===== config.mk =====
export PLATFORM = sky130hd
export DESIGN_NAME = vend_sequencer
export DESIGN_NICKNAME = d
export VERILOG_FILES = /design/src/rtl/vend_pkg.sv /design/src/rtl/vend_pulse_timer.sv /design/src/rtl/vend_sequencer.sv
export SDC_FILE = /design/constraint.sdc
export NUM_CORES = 1
export LEC_CHECK = 0
export ABC_AREA = 1
export CORE_ASPECT_RATIO = 1.1
export CORE_UTILIZATION = 55
export CTS_CLUSTER_SIZE = 30
export DETAILED_ROUTE_END_ITERATION = 10
export PLACE_DENSITY = 0.77
export RECOVER_POWER = 25
export SETUP_SLACK_MARGIN = 0.05
export SLEW_MARGIN = 20
export SYNTH_ARGS = -nofsm -noshare
export SYNTH_HDL_FRONTEND = slang
export SYNTH_SLANG_ARGS = --single-unit
export TNS_END_PERCENT = 50

===== constraint.sdc =====
create_clock -name CLK50M -period 3.5 [get_ports CLK50M]
set_clock_uncertainty 0.1 [all_clocks]
set_input_delay 0.875 -clock CLK50M [delete_from_list [all_inputs] [get_ports CLK50M]]
set_output_delay 0.875 -clock CLK50M [all_outputs]
set_load 0.005 [all_outputs]

===== src/rtl/vend_pkg.sv =====
// rtl/vend_pkg.sv - shared state/coin types, coin unit constants and helpers for vend_sequencer
package vend_pkg;

    typedef enum logic [2:0] {
        IDLE      = 3'd0,
        CREDIT    = 3'd1,
        VEND_REQ  = 3'd2,
        VEND_WAIT = 3'd3,
        CHG_SEL   = 3'd4,
        CHG_PULSE = 3'd5,
        CHG_GAP   = 3'd6
    } vend_state_t;

    typedef enum logic [1:0] {
        COIN_NICKEL  = 2'd0,
        COIN_DIME    = 2'd1,
        COIN_QUARTER = 2'd2,
        COIN_HALF    = 2'd3
    } coin_code_t;

    localparam logic [6:0] NICKEL_U  = 7'd1;
    localparam logic [6:0] DIME_U    = 7'd2;
    localparam logic [6:0] QUARTER_U = 7'd5;
    localparam logic [6:0] HALF_U    = 7'd10;

    function automatic logic [6:0] coin_value(input coin_code_t code);
        logic [6:0] units;
        units = NICKEL_U;
        case (code)
            COIN_NICKEL:  units = NICKEL_U;
            COIN_DIME:    units = DIME_U;
            COIN_QUARTER: units = QUARTER_U;
            COIN_HALF:    units = HALF_U;
            default:      units = NICKEL_U;
        endcase
        return units;
    endfunction

    // Greedy change: largest releasable coin not exceeding what is still owed.
    function automatic logic [6:0] change_unit(input logic [6:0] amount);
        if (amount >= QUARTER_U)
            return QUARTER_U;
        else if (amount >= DIME_U)
            return DIME_U;
        else
            return NICKEL_U;
    endfunction

endpackage


===== src/rtl/vend_pulse_timer.sv =====
// rtl/vend_pulse_timer.sv - loadable down-counter with a done flag, shared for pulse/gap/ack timing
module vend_pulse_timer #(
    parameter int WIDTH = 8
) (
    input  logic             clk,
    input  logic             rst_n,
    input  logic             load,
    input  logic [WIDTH-1:0] load_val,
    output logic             done
);

    logic [WIDTH-1:0] count;

    always_ff @(posedge clk or negedge rst_n) begin
        if (!rst_n)
            count <= '0;
        else if (load)
            count <= load_val;
        else if (count != '0)
            count <= count - WIDTH'(1);
    end

    assign done = (count == '0);

endmodule


===== src/rtl/vend_sequencer.sv =====
// rtl/vend_sequencer.sv - vending transaction controller: credit, dispense handshake, change payout
// Optional: define VEND_ACK_TIMEOUT_EN to abort a stalled dispense after ACK_TIMEOUT cycles and refund.
module vend_sequencer
    import vend_pkg::*;
#(
    parameter int PRICE_UNITS  = 5,
    parameter int PULSE_CYCLES = 16,
    parameter int ACK_TIMEOUT  = 1024
) (
    input  logic       CLK50M,
    input  logic       RSTb,
    input  logic       coin_valid,
    input  logic [1:0] coin_code,
    input  logic       cancel,
    input  logic       disp_ack,
    output logic       disp_req,
    output logic       coin_rej,
    output logic       chg_q,
    output logic       chg_d,
    output logic       chg_n,
    output logic [6:0] credit,
    output logic [2:0] state,
    output logic       fault
);

    localparam int TMR_MAX = (ACK_TIMEOUT > PULSE_CYCLES) ? ACK_TIMEOUT : PULSE_CYCLES;
    localparam int TMR_W   = $clog2(TMR_MAX + 1);
    localparam logic [6:0]       PRICE      = 7'(PRICE_UNITS);
    localparam logic [TMR_W-1:0] PULSE_LOAD = TMR_W'(PULSE_CYCLES - 1);
`ifdef VEND_ACK_TIMEOUT_EN
    localparam logic [TMR_W-1:0] ACK_LOAD   = TMR_W'(ACK_TIMEOUT - 1);
`endif

    vend_state_t      cur_state, nxt_state;
    logic [6:0]       credit_q, credit_nxt;
    logic [6:0]       coin_sum, cur_unit, pay_unit;
    logic             tmr_load, tmr_done, timeout;
    logic [TMR_W-1:0] tmr_val;
    logic             disp_req_nxt, coin_rej_nxt, chg_q_nxt, chg_d_nxt, chg_n_nxt, fault_nxt;

    assign coin_sum = credit_q + coin_value(coin_code_t'(coin_code));
    assign cur_unit = change_unit(credit_q);
    assign credit   = credit_q;
    assign state    = cur_state;

    vend_pulse_timer #(.WIDTH(TMR_W)) u_timer (
        .clk      (CLK50M),
        .rst_n    (RSTb),
        .load     (tmr_load),
        .load_val (tmr_val),
        .done     (tmr_done)
    );

    always_ff @(posedge CLK50M or negedge RSTb) begin
        if (!RSTb) begin
            cur_state <= IDLE;
            credit_q  <= '0;
            disp_req  <= 1'b0;
            coin_rej  <= 1'b0;
            chg_q     <= 1'b0;
            chg_d     <= 1'b0;
            chg_n     <= 1'b0;
            fault     <= 1'b0;
        end else begin
            cur_state <= nxt_state;
            credit_q  <= credit_nxt;
            disp_req  <= disp_req_nxt;
            coin_rej  <= coin_rej_nxt;
            chg_q     <= chg_q_nxt;
            chg_d     <= chg_d_nxt;
            chg_n     <= chg_n_nxt;
            fault     <= fault_nxt;
        end
    end

    always_comb begin
        nxt_state  = cur_state;
        credit_nxt = credit_q;
        tmr_load   = 1'b0;
        tmr_val    = '0;
        timeout    = 1'b0;
        case (cur_state)
            IDLE, CREDIT: begin
                // cancel beats a simultaneous coin; with nothing credited it does nothing
                if (cancel) begin
                    if (cur_state == CREDIT)
                        nxt_state = CHG_SEL;
                end else if (coin_valid) begin
                    credit_nxt = coin_sum;
                    if (coin_sum >= PRICE) begin
                        nxt_state = VEND_REQ;
`ifdef VEND_ACK_TIMEOUT_EN
                        tmr_load  = 1'b1;
                        tmr_val   = ACK_LOAD;
`endif
                    end else begin
                        nxt_state = CREDIT;
                    end
                end
            end
            VEND_REQ: nxt_state = VEND_WAIT;
            VEND_WAIT: begin
                if (disp_ack) begin
                    credit_nxt = credit_q - PRICE;
                    nxt_state  = (credit_q != PRICE) ? CHG_SEL : IDLE;
                end
`ifdef VEND_ACK_TIMEOUT_EN
                else if (tmr_done) begin
                    timeout   = 1'b1;
                    nxt_state = CHG_SEL;
                end
`endif
            end
            CHG_SEL: begin
                nxt_state = CHG_PULSE;
                tmr_load  = 1'b1;
                tmr_val   = PULSE_LOAD;
            end
            CHG_PULSE: begin
                if (tmr_done) begin
                    credit_nxt = credit_q - cur_unit;
                    nxt_state  = CHG_GAP;
                    tmr_load   = 1'b1;
                    tmr_val    = PULSE_LOAD;
                end
            end
            CHG_GAP: begin
                if (tmr_done)
                    nxt_state = (credit_q != '0) ? CHG_SEL : IDLE;
            end
            default: nxt_state = IDLE;
        endcase
    end

    // Outputs are registered from the next state; credit is stable for the whole pulse.
    always_comb begin
        pay_unit     = change_unit(credit_nxt);
        disp_req_nxt = (nxt_state == VEND_REQ) || (nxt_state == VEND_WAIT);
        coin_rej_nxt = coin_valid && (cancel || !((cur_state == IDLE) || (cur_state == CREDIT)));
        chg_q_nxt    = (nxt_state == CHG_PULSE) && (pay_unit == QUARTER_U);
        chg_d_nxt    = (nxt_state == CHG_PULSE) && (pay_unit == DIME_U);
        chg_n_nxt    = (nxt_state == CHG_PULSE) && (pay_unit == NICKEL_U);
        fault_nxt    = timeout;
    end

endmodule


**Yosys cells after proc, flatten, opt, wreduce, memory -nomap -nowiden**

Cells that the tools add are included.

- Reduce and logical (&&, ||, !) cells: 15
- Magnitude comparators: 5
- Multiply operators: 0
- Divide/modulo/power cells: 0
- Add/subtract/negate cells: 4
- Bitwise gates (word level): 0
- Multiplexer cells: 26
- Shift operators: 0
- Equal/unequal tests: 16

Operators with widths:

| kind | number |
|---|---|
| 3-bit 2-to-1 mux | 10 |
| 7-bit 2-to-1 mux | 4 |
| 7-bit case mux with 4 select lines | 1 |
| 11-bit 2-to-1 mux | 2 |
| 7-bit by 3-bit greater-or-equal comparator with 1-bit output, second input constant | 3 |
| 7-bit case mux with 3 select lines | 1 |
| 3-bit case mux with 6 select lines | 1 |
| 7-bit by 2-bit greater-or-equal comparator with 1-bit output, second input constant | 2 |
| 3-bit by 2-bit == test with 1-bit output, second input constant | 4 |
| 3-bit == test, second input constant | 4 |
| 11-bit zero test | 1 |
| 11-bit nonzero test | 1 |
| 11-bit by 1-bit subtractor with 11-bit output, second input constant | 1 |
| 4-bit case mux with 2 select lines | 1 |
| 7-bit adder | 1 |
| 7-bit by 1-bit == test with 1-bit output, second input constant | 1 |
| 7-bit by 2-bit == test with 1-bit output, second input constant | 1 |
| 7-bit by 3-bit == test with 1-bit output, second input constant | 1 |
| 7-bit by 3-bit != test with 1-bit output, second input constant | 1 |
| 7-bit nonzero test | 1 |
| 7-bit by 3-bit subtractor with 7-bit output, second input constant | 1 |
| 7-bit subtractor | 1 |
| 2-bit 2-to-1 mux | 3 |
| 2-bit == test, second input constant | 2 |
| other kinds (12) | 17 |

- Input bits: 7
- Output and inout bits: 16
- Bits in latches: 0
- Bits in writable memories: 0
- Word-level logic and storage cells: 74
- Memories: 0
- ROM bits: 0
- Register bits: 26

**Logic depth before layout (Yosys ltp)**

- Word-level depth: 11
- Gate-level depth with buffers: 21
- Gate-level depth less buffers: 21

**Cells and area by module**

From an unflattened synthesis, not the netlist that was laid out.

- Cells, all modules: 348
- Area total of the unflattened synthesis: 2343.5 µm²

By module, submodules not included:

| module | instances | seq. area each (µm²) | area each (µm²) | cells an instance |
|---|---|---|---|---|
| vend_sequencer | 1 | 375.4 | 1589.0 | 239 |
| vend_pulse_timer | 1 | 275.3 | 754.5 | 109 |

**Least setup slack after synthesis**

OpenSTA, ideal clock, no wires.

- Path type: reg2reg
- Start: reg credit_q[0] (netlist: credit[0])
- End: reg chg_d
- Stages on the path, launching flop included: 17
- Clock period less this slack: 3011 ps
- Library setup time: 117 ps
- Data required time: 3283 ps
- Setup slack: 489 ps
- Path buffers: 0
- Arrival: 2794 ps
- Cell sequence: dfrtp_1 -> inv_1 -> ha_1 -> o41ai_1 -> ha_1 -> inv_1 -> fa_1 -> nand2_1 -> nand2_1 -> xor2_1 -> nand2_1 -> nand3_1 -> nand4_2 -> nor2_1 -> nand3_1 -> nor2_1 -> nor2_1

- Cells in the longest elaborated chain, start to end: 11
- Elaborated cells on any way between the ends: 30
- Classes of those cells: add/sub (3); order compare (5); eq/ne (3); mux (17); reduce/logical (2)

Ends and longest elaborated chain:

| item | line | source |
|---|---|---|
| start, declared | vend_sequencer.sv:35 | `logic [6:0] credit_q, credit_nxt;` |
| start signal, assigned | vend_sequencer.sv:66 | `credit_q <= credit_nxt;` |
| 7-bit by 2-bit greater-or-equal comparator with 1-bit output | vend_pkg.sv:43 | `else if (amount >= DIME_U)` |
| 2-bit 2-to-1 mux | vend_pkg.sv:43 |  |
| 3-bit 2-to-1 mux | vend_pkg.sv:41 | `if (amount >= QUARTER_U)` |
| 7-bit subtractor | vend_sequencer.sv:121 | `credit_nxt = credit_q - cur_unit;` |
| 7-bit 2-to-1 mux | vend_sequencer.sv:120 | `if (tmr_done) begin` |
| 7-bit case mux with 3 select lines * | vend_sequencer.sv:82 | `case (cur_state)` |
| net credit_nxt[4] | vend_sequencer.sv:35 |  |
| 7-bit by 2-bit greater-or-equal comparator with 1-bit output | vend_pkg.sv:43 |  |
| 2-bit 2-to-1 mux | vend_pkg.sv:43 |  |
| 3-bit 2-to-1 mux * | vend_pkg.sv:41 |  |
| 7-bit by 2-bit == test with 1-bit output * | vend_sequencer.sv:141 | `chg_d_nxt = (nxt_state == CHG_PULSE) && (pay_unit == DIME_U);` |
| 1-bit logical AND * | vend_sequencer.sv:141 |  |
| net chg_d_nxt | vend_sequencer.sv:39 | `logic disp_req_nxt, coin_rej_nxt, chg_q_nxt, chg_d_nxt, chg_n_nxt, fault_nxt;` |
| end signal, assigned | vend_sequencer.sv:70 | `chg_d <= chg_d_nxt;` |
| end, declared | vend_sequencer.sv:19 | `output logic chg_d,` |

Mark *: on every way through the listed nets, which the timed path passes. The rest lies on a longest branch.
A chain may end at the register's enable or synchronous reset.

**Final worst setup path**

- Start: reg credit_q[1] (netlist: credit[1])
- End: reg chg_d

The elaborated chain is that of the path after synthesis.

==> results.json <==
{
  "grt_pass1_vias": 2242,
  "finalCritPeriodShare": 0.912,
  "diodes": 0,
  "crit_type": "register to register",
  "ios": 23,
  "clk_latency_ns": 0.27,
  "synthCells": 362,
  "grt_start_max_net_pins": 27,
  "drc": 0,
  "clkSlewWorstSetupHoldPaths_ns": 0.09,
  "synth-seq-cells": 26,
  "synth_top_area_cell": "dfrtp_1",
  "worst_slack_ns": 0.309,
  "routed_wl_mm": 6.00,
  "fmax_mhz": 313,
  "dr.first_iter.drc_count": 158,
  "chipHeight_um": 71.5,
  "grtUsageTotal": 0.280,
  "vdd_ir_drop_max_uv": 612,
  "cp.required_ns": 3.57,
  "drtPass1Iterations": 4,
  "nets": 409,
  "finalMaxSlewViolations": 0,
  "gp_congestion": 1.01,
  "root_buffer": "clkbuf_8",
  "layout_common_cells": "nand2_1, inv_1, nand3_1",
  "tritoncts": "yes",
  "antenna_found_initial": 0,
  "rsz0062_at_grt": "no",
  "whs_ns": 0.404,
  "syn_nets": 383,
  "grt.overflow.total": 0,
  "numPortBuffers": 21,
  "tightest_slew_ns": 1.40,
  "clkPwrFrac": 0.085,
  "initial_core_util": 0.591,
  "power_density_nw_per_um2": 829,
  "status": "finished clean",
  "final_util": 0.681,
  "regToRegSetupSlack_ns": 0.31,
  "finalHoldViolCount": 0,
  "hold_class": "register to register",
  "ant_nets": 0,
  "finalSetupViolCount": 0,
  "yosysWarnings": 0,
  "numCtsBuffers": 3,
  "place_hpwl_mm": 4.67,
  "crit_arrival_ns": 3.26,
  "coreArea_um2": 4080,
  "yosys.area.top_type_share": 0.270,
  "dieWidth_um": 65.1,
  "dp_slack_ns": 0.156,
  "synth_area_um2": 2410,
  "ys_seq_area_frac": 0.270,
  "avgViaCountPerCell": 5.42,
  "syn_avg_cell_area_um2": 6.66,
  "power_frac_comb": 0.686,
  "drv_cap": 0,
  "placed_cells": 435,
  "max-slew-margin-rel": 0.0693,
  "h-tree-depth": 1,
  "cts_sinks": 26,
  "p_sw_frac": 0.526,
  "p_int_mw": 1.09,
  "grt_pass1_wl_mm": 10.1,
  "timing.setup.tns_ns": 0,
  "clk_path_buf_depth": 2,
  "worstSetupStartpointType": "register",
  "dieArea_um2": 4660,
  "post-route-min-period_ns": 3.19,
  "synth_area_leaders": "dfrtp_1, nand2_1, inv_1, ha_1, nand3_1",
  "worstPathMaxFanout": 6,
  "drive_above_1_share": 0.140,
  "syn2layout_area_growth_pct": 15.3,
  "p_leak_nw": 1.44,
  "sequentialPowerShare": 0.229,
  "final_common_cell": "nand2_1",
  "worstSetupEndpointType": "register",
  "synth_cell_type_count": 38,
  "p_sw_mw": 1.21,
  "routedWlPerCell_um": 13.7,
  "core.rowCount": 24,
  "fin_cells": 439,
  "dr_total_vias": 2381
}
state kept, by name, summed over array words and instances (netlist names):
name	count
disp_req	1
u_timer.count	11
chg_q	1
chg_d	1
state	3
coin_rej	1
credit	7
chg_n	1
critical path, stage by stage (launching register included):
cell and delay (ns):
dfrtp_2 0.47, inv_1 0.17, ha_1 0.17, nand2_1 0.06
nand2_1 0.14, nor4_4 0.05, o41ai_2 0.10, ha_1 0.25
inv_1 0.08, fa_1 0.41, nand2_1 0.10, nand2_1 0.09
xor2_1 0.14, nand2_1 0.06, nand3_1 0.12, nand4_2 0.13
nor2_1 0.13, nand3_1 0.13, nor2_1 0.12, nor2_1 0.05
cells in the mapped netlist:
master / instances
a211o_1: 1
a211oi_1: 1
a21oi_1: 17
a21oi_2: 1
buf_2: 3
buf_4: 4
clkinv_1: 2
clkinv_2: 1
clkinv_4: 1
conb_1: 1
dfrtp_1: 26
fa_1: 2
ha_1: 12
inv_1: 45
inv_2: 13
nand2_1: 111
nand2_2: 3
nand2_4: 1
nand3_1: 28
nand3_2: 2
nand3_4: 1
nand4_1: 10
nand4_2: 3
nor2_1: 25
nor2_2: 5
nor2_4: 4
nor3_1: 5
nor3_2: 2
nor3_4: 3
nor4_1: 1
o2111ai_1: 1
o211ai_1: 3
o21ai_0: 7
o21ai_1: 8
o31ai_1: 1
o41ai_1: 1
or2_1: 2
xor2_1: 5
layout make-up:
type	instances	area, µm²
multi-input cells	267	1510
fillers	381	1300
flip-flops and latches	26	652
repair buffers	28	259
inverters	62	239
well taps	52	65.1
clock buffers	4	55.1
worst paths after layout:
kind	startpoint	endpoint	cells past startpoint
worst max-delay path	credit[1]$_DFF_PN0_	chg_d$_DFF_PN0_	19
worst min-delay path	u_timer.count[0]$_DFFE_PN0P_	u_timer.count[0]$_DFFE_PN0P_	2
worst max register to register	credit[1]$_DFF_PN0_	chg_d$_DFF_PN0_	19
worst min register to register	u_timer.count[0]$_DFFE_PN0P_	u_timer.count[0]$_DFFE_PN0P_	2
max in group asynchronous	RSTb	credit[1]$_DFF_PN0_	2
min in group asynchronous	RSTb	u_timer.count[5]$_DFFE_PN0P_	2
cells by family (layout without fill, tap and decap cells):
| group | Yosys count | in the layout | synth area share |
|---|---|---|---|
| AO/OA/AOI/OAI | 41 | 41 | 0.0965 |
| XOR/XNOR | 5 | 5 | 0.0182 |
| adder cells (fa/ha/maj) | 14 | 14 | 0.0788 |
| buffers and inverters | 69 | 94 | 0.118 |
| flip-flops | 26 | 26 | 0.270 |
| other | 1 | 1 | 0.00155 |
| AND/OR/NAND/NOR | 206 | 206 | 0.418 |
repair_timing:
item	CTS	global route
setup buffers	0	0
hold buffers	0	0
setup endpoints to repair	0	4
resized for setup	0	6
metrics by stage:
stage                     total power [mW]  instance area [µm²]
after CTS                             2.26                 2750
after global placement                2.01                 2700
final                                 2.30                 2780
after floorplan                       1.61                 2410
after global routing                  2.54                 2780
after detailed placement              2.05                 2700
power groups by stage:
stage	combinational, mW	sequential (mW)	clock, mW
6_report	1.58	0.529	0.195
3_3_place_gp	1.49	0.518	0
3_5_place_dp	1.53	0.519	0
2_1_floorplan	1.12	0.490	0
4_1_cts	1.54	0.513	0.199
5_1_grt	1.79	0.541	0.208
metal layers:
metal | wire length (µm) | vias to the layer above | GRT usage
li1 | - | 1206 | -
met2 | 3000 | 73 | 0.499
met5 | 0 | - | 0
met4 | 76 | 0 | 0.0580
met1 | 2570 | 1094 | 0.355
met3 | 354 | 8 | 0.0494
Note: power is estimated with default switching activity, not from simulation.
==> variant 1 (config.mk and constraints unchanged) <==
Add a define of `VEND_ACK_TIMEOUT_EN`.
--- a/src/rtl/vend_sequencer.sv
+++ b/src/rtl/vend_sequencer.sv
@@ -1,5 +1,7 @@
 // rtl/vend_sequencer.sv - vending transaction controller: credit, dispense handshake, change payout
 // Optional: define VEND_ACK_TIMEOUT_EN to abort a stalled dispense after ACK_TIMEOUT cycles and refund.
+`define VEND_ACK_TIMEOUT_EN
+
 module vend_sequencer
     import vend_pkg::*;
 #(
Formal check against the unedited RTL: no difference found for any inputs over 10 cycles, from zero or initial values and one cycle with RSTb low; that may be too few to reach the edited logic, so the function may still have changed.
==> variant 1 against the original RTL <==
Design area shrank 3.5%. Largest cell class unchanged. Power shrank 8.1%. Routed wire length shrank 5.0%. Area after synthesis shrank 3.4%. Critical path type unchanged. Count of clock-buffer cells in the layout is the same. Clock power shrank 7%. Global-route usage grew 0.24 points. Non-clock buffer count grew 1. Worst setup slack gained 66 ps. Sequential cell count grew 1. First-iteration DRC count grew 35%.
==> variant 1: results <==
set metrics [dict create \
    io_buffers 22 \
    reg2reg_slack_ps 380 \
    synthTopCellsByCount "nand2_1 (96), inv_1 (56), nand3_1 (38)" \
    grt_use_met3 0.01634 \
    drt_iter0_markers 214 \
    yosys.area_share.adder 0.08163 \
    postSynthCellCount 352 \
    wl_per_cell_um 13.18 \
    syn_nets 373 \
    outcome "complete, no violations" \
    m1WireLength_um 2530 \
    drive_above_1_share 0.08924 \
    dpl_cell_area_mm2 0.002641 \
    p_leak_uw 0.001428 \
    synth_top_area_cell "dfrtp_1" \
    async_reset_ff_frac 1.000 \
    synth_xor_area_frac 0.01504 \
    grtUsageMet2 0.4610 \
    hold_class "register to register" \
    worstRegToRegCells 19 \
    grt_pass1_wl_um 10080 \
    ys_top_cells_by_area "dfrtp_1 (29%), nand2_1 (15%), inv_1 (9.0%)" \
    synth_compound_area_frac 0.09774 \
    irDropWorstVdd_uv 417.6 \
    grt_max_degree 28 \
    wl_met2_um 2746 \
    max_stage_delay_ps 460 \
    synthDistinctLibCells 37 \
    instances_no_fill 433 \
    crit_fanout 7 \
    worst_ep_arrival_time_ps 3240 \
    met3_length_um 264 \
    tightest_slew_ps 1427 \
    grt_use_met1 0.3832 \
    gp_congestion 0.9206 \
    ys_seq_area_frac 0.2900 \
    dp_hpwl_um 4410 \
    finalNetCount 403 \
    via_per_inst 5.395 \
    grt.total_usage 0.2828 \
    grt_pass1_vias 2268 \
]
==> variant 1: cell types whose count changed after synthesis, sizes merged, moves of 2 or more <==
cell and change:
o22ai +2, clkinv -3, nand3 +10, o21ai -5, nor3 -4, nor2 +10
nand2 -14, buf -3, nand4 -6, o21a +2
==> variant 1: where the power goes <==
part / switching, uW / total (uW) / internal [uW]
clock: 98.8 / 181 / 81.8
combinational: 857 / 1410 / 555
sequential: 115 / 525 / 410
total: 1070 / 2120 / 1050
==> variant 1: what timing repair did <==
| item | 4_1_cts | 5_1_grt |
|---|---|---|
| endpoints found under the hold margin | 0 | 0 |
| hold buffers | 0 | 0 |
| setup buffers | 0 | 0 |
| resized for setup | 0 | 2 |
| endpoints found under the setup margin | 0 | 3 |
==> variant 1: per-stage QoR <==
stage	hold WS, ps	worst slack, ps
6_report	422.6	375.8
5_1_grt	457.2	63.33
4_1_cts	428.1	279.3
3_5_place_dp	403.6	142.5
3_3_place_gp	389.3	206.0
2_1_floorplan	365.2	603.2
==> variant 1: worst register-to-register path, stage by stage (launching register included) <==
cell and delay, ps:
dfrtp_2 460, inv_1 90, ha_1 210, nand2_1 70, nand3_1 100, a31oi_1 260
inv_1 110, ha_1 220, fa_1 410, nor2_1 120, nor2_1 60, nand4_1 110
nand2_1 80, nand2_1 60, nand3_1 70, nor2_1 120, nand3_1 120, nor2_1 110
nand2_1 80, nor2_1 100
==> variant 1: area by class of cell <==
type	instances	area, um^2
Multi-Input combinational cell	261	1398
Fill cell	381	1340
Sequential cell	27	676.9
Timing Repair Buffer	29	269.0
Inverter	60	230.2
Tap cell	52	65.06
Clock buffer	4	45.04
==> variant 1: logic make-up (layout without fill, tap and decap cells) <==
kind of cell / after synthesis / in the layout
xor gates and xnor gates: 4 / 4
buffers and inverters: 64 / 93
DFF: 27 / 27
and+or+nand+nor: 204 / 204
AOI/OAI and AO/OA: 39 / 39
adders and majority gates: 14 / 14
==> variant 1: worst min path at each step <==
stage / start / end
2_1_floorplan: u_timer.count[0]$_DFFE_PN0P_ / u_timer.count[0]$_DFFE_PN0P_
3_3_place_gp: u_timer.count[0]$_DFFE_PN0P_ / u_timer.count[0]$_DFFE_PN0P_
3_5_place_dp: u_timer.count[0]$_DFFE_PN0P_ / u_timer.count[0]$_DFFE_PN0P_
4_1_cts: u_timer.count[0]$_DFFE_PN0P_ / u_timer.count[0]$_DFFE_PN0P_
6_report: u_timer.count[0]$_DFFE_PN0P_ / u_timer.count[0]$_DFFE_PN0P_
5_1_grt: u_timer.count[0]$_DFFE_PN0P_ / u_timer.count[0]$_DFFE_PN0P_
==> variant 2 (same settings) <==
Made on the original files. Put one more register stage on the output `credit`, without a reset. The value now appears one clock later. The other outputs are not delayed to match. Comments in the files are not updated.
--- a/src/rtl/vend_sequencer.sv
+++ b/src/rtl/vend_sequencer.sv
@@ -40,7 +40,9 @@
 
     assign coin_sum = credit_q + coin_value(coin_code_t'(coin_code));
     assign cur_unit = change_unit(credit_q);
-    assign credit   = credit_q;
+    always_ff @(posedge CLK50M) begin
+        credit <= credit_q;
+    end
     assign state    = cur_state;
 
     vend_pulse_timer #(.WIDTH(TMR_W)) u_timer (
Behaviour: not the same (Yosys sat finds a counterexample within 4 cycles, from zero or initial values and one cycle with RSTb low).
==> variant 2 against the original RTL <==
Routed wire length grew 2.3%. Worst setup slack improved by 28 ps. Count of clock-buffer cells in the layout rose by 3. Non-clock buffer count increased by 5. Critical endpoint unchanged. Hold slack worse by 14 ps. Synthesized cell count grew 1.9%. Design area grew 7.2%. Critical path type unchanged. Sequential cell count is 7 higher. Highest routed layer unchanged. Die area up 5.6%. Power grew 12%. Area after synthesis up 5.8%.
==> variant 2: results <==
set metrics [dict create \
    syn_nets 390 \
    finalNetCount 423 \
    post_cts_buffers 0 \
    max_stage_delay_ps 540 \
    irDropWorstVdd_uv 476.0 \
    clkTransAtPathRegs_ps 70 \
    grt_pass1_vias 2276 \
    grt_pass1_wl_um 10280 \
    drive_above_1_share 0.1390 \
    place_ws_ps 171.4 \
    drt_iter0_markers 144 \
    io_buffers 21 \
    ys_top_cells_by_area "dfrtp_1 (25%), nand2_1 (16%), inv_1 (6.6%)" \
    hold_class "register to register" \
    synthDistinctLibCells 39 \
    reg_top3 "u_timer.count x11, credit x7, credit_q x7" \
    wl_per_cell_um 13.45 \
    clock_latency_ps 290 \
    setup_viol 0 \
    p_leak_uw 0.001523 \
    firstDrtPassIters 5 \
    grt.total_usage 0.2768 \
    root_buffer "clkbuf_8" \
    worst_path_max_delay_cell "o41ai_1" \
    gp_congestion 0.9396 \
    htreeDepth 2 \
    dp_hpwl_um 4680 \
    outcome "complete, no violations" \
    cts_buffers 5 \
    async_reset_ff_frac 0.7879 \
    worst_ep_arrival_time_ps 3280 \
    ys_seq_area_frac 0.3098 \
    nFillCells 402 \
    yosys_warnings 0 \
    via_per_inst 5.473 \
    slew_headroom 0.04892 \
    crit_fanout 9 \
    critPathTopFamily "simple AND/OR/NAND/NOR gates" \
]
## variant 2: cell types whose count changed after synthesis
| cell | delta |
|---|---|
| dfxtp_1 | +7 |
## variant 2: final timing paths
path,from,endpoint,slack [ps],depth (start not counted)
min in group asynchronous,RSTb,u_timer.count[5]$_DFFE_PN0P_,1340,2
max in group asynchronous,RSTb,credit_q[1]$_DFF_PN0_,1020,2
worst max register to register,credit_q[3]$_DFF_PN0_,chg_d$_DFF_PN0_,340,16
worst min-delay path,u_timer.count[0]$_DFFE_PN0P_,u_timer.count[0]$_DFFE_PN0P_,390,2
worst max-delay path,credit_q[3]$_DFF_PN0_,chg_d$_DFF_PN0_,340,16
worst min register to register,u_timer.count[0]$_DFFE_PN0P_,u_timer.count[0]$_DFFE_PN0P_,390,2
## variant 2: stage by stage
stage | hold slack [ps] | std cells | instance area [um^2]
2_1_floorplan | 242.2 | 369 | 2552
5_1_grt | 424.8 | 457 | 2980
3_3_place_gp | 368.5 | 449 | 2875
4_1_cts | 386.7 | 457 | 2992
3_5_place_dp | 369.1 | 449 | 2875
6_report | 390.0 | 457 | 2980
## variant 2: worst register-to-register path: cells and delay by family, from the launching register on
family	cells	cell delay, ps
AO/OA/AOI/OAI	1	550
XOR/XNOR	1	140
adder cells (fa/ha/maj)	2	640
buffers and inverters	3	450
flip-flops	1	390
AND/OR/NAND/NOR	9	840
## variant 2: timing repair
| action | in CTS | in global routing |
|---|---|---|
| gates resized for setup | 0 | 3 |
| endpoints found under the setup margin | 0 | 3 |
| endpoints found under the hold margin | 0 | 0 |
| hold buffers | 0 | 0 |
## variant 2: cell type report
type	instances	share of cell area
Inverter	62	0.08018
Clock inverter	1	0.01008
Clock buffer	7	0.02897
Multi-Input combinational cell	267	0.4992
Tap cell	54	0.02267
Sequential cell	33	0.2657
Timing Repair Buffer	33	0.09320
## variant 2: report_power, final
group	switching, uW	total, uW	internal (uW)
combinational	995	1590	591
clock	146	378	232
sequential	108	622	513
total	1250	2580	1340
## variant 2: per-layer routing
layer / track usage / vias to the layer above / share of wire
met3: 0.05745 / 7 / 0.056
met4: 0.07329 / 0 / 0.014
met5: 0 / - / 0
li1: - / 1246 / -
met1: 0.3599 / 1183 / 0.46
met2: 0.4635 / 65 / 0.47
## variant 2: cell families (layout without fill, tap and decap cells)
group,after synthesis,count (layout),synth area share
flip-flops,33,33,0.3098
buffers and inverters,69,103,0.1113
AND/OR/NAND/NOR,206,206,0.3946
XOR/XNOR,5,5,0.01716
AO/OA/AOI/OAI,41,41,0.09118
adder cells (fa/ha/maj),14,14,0.07451
other,1,1,0.001469
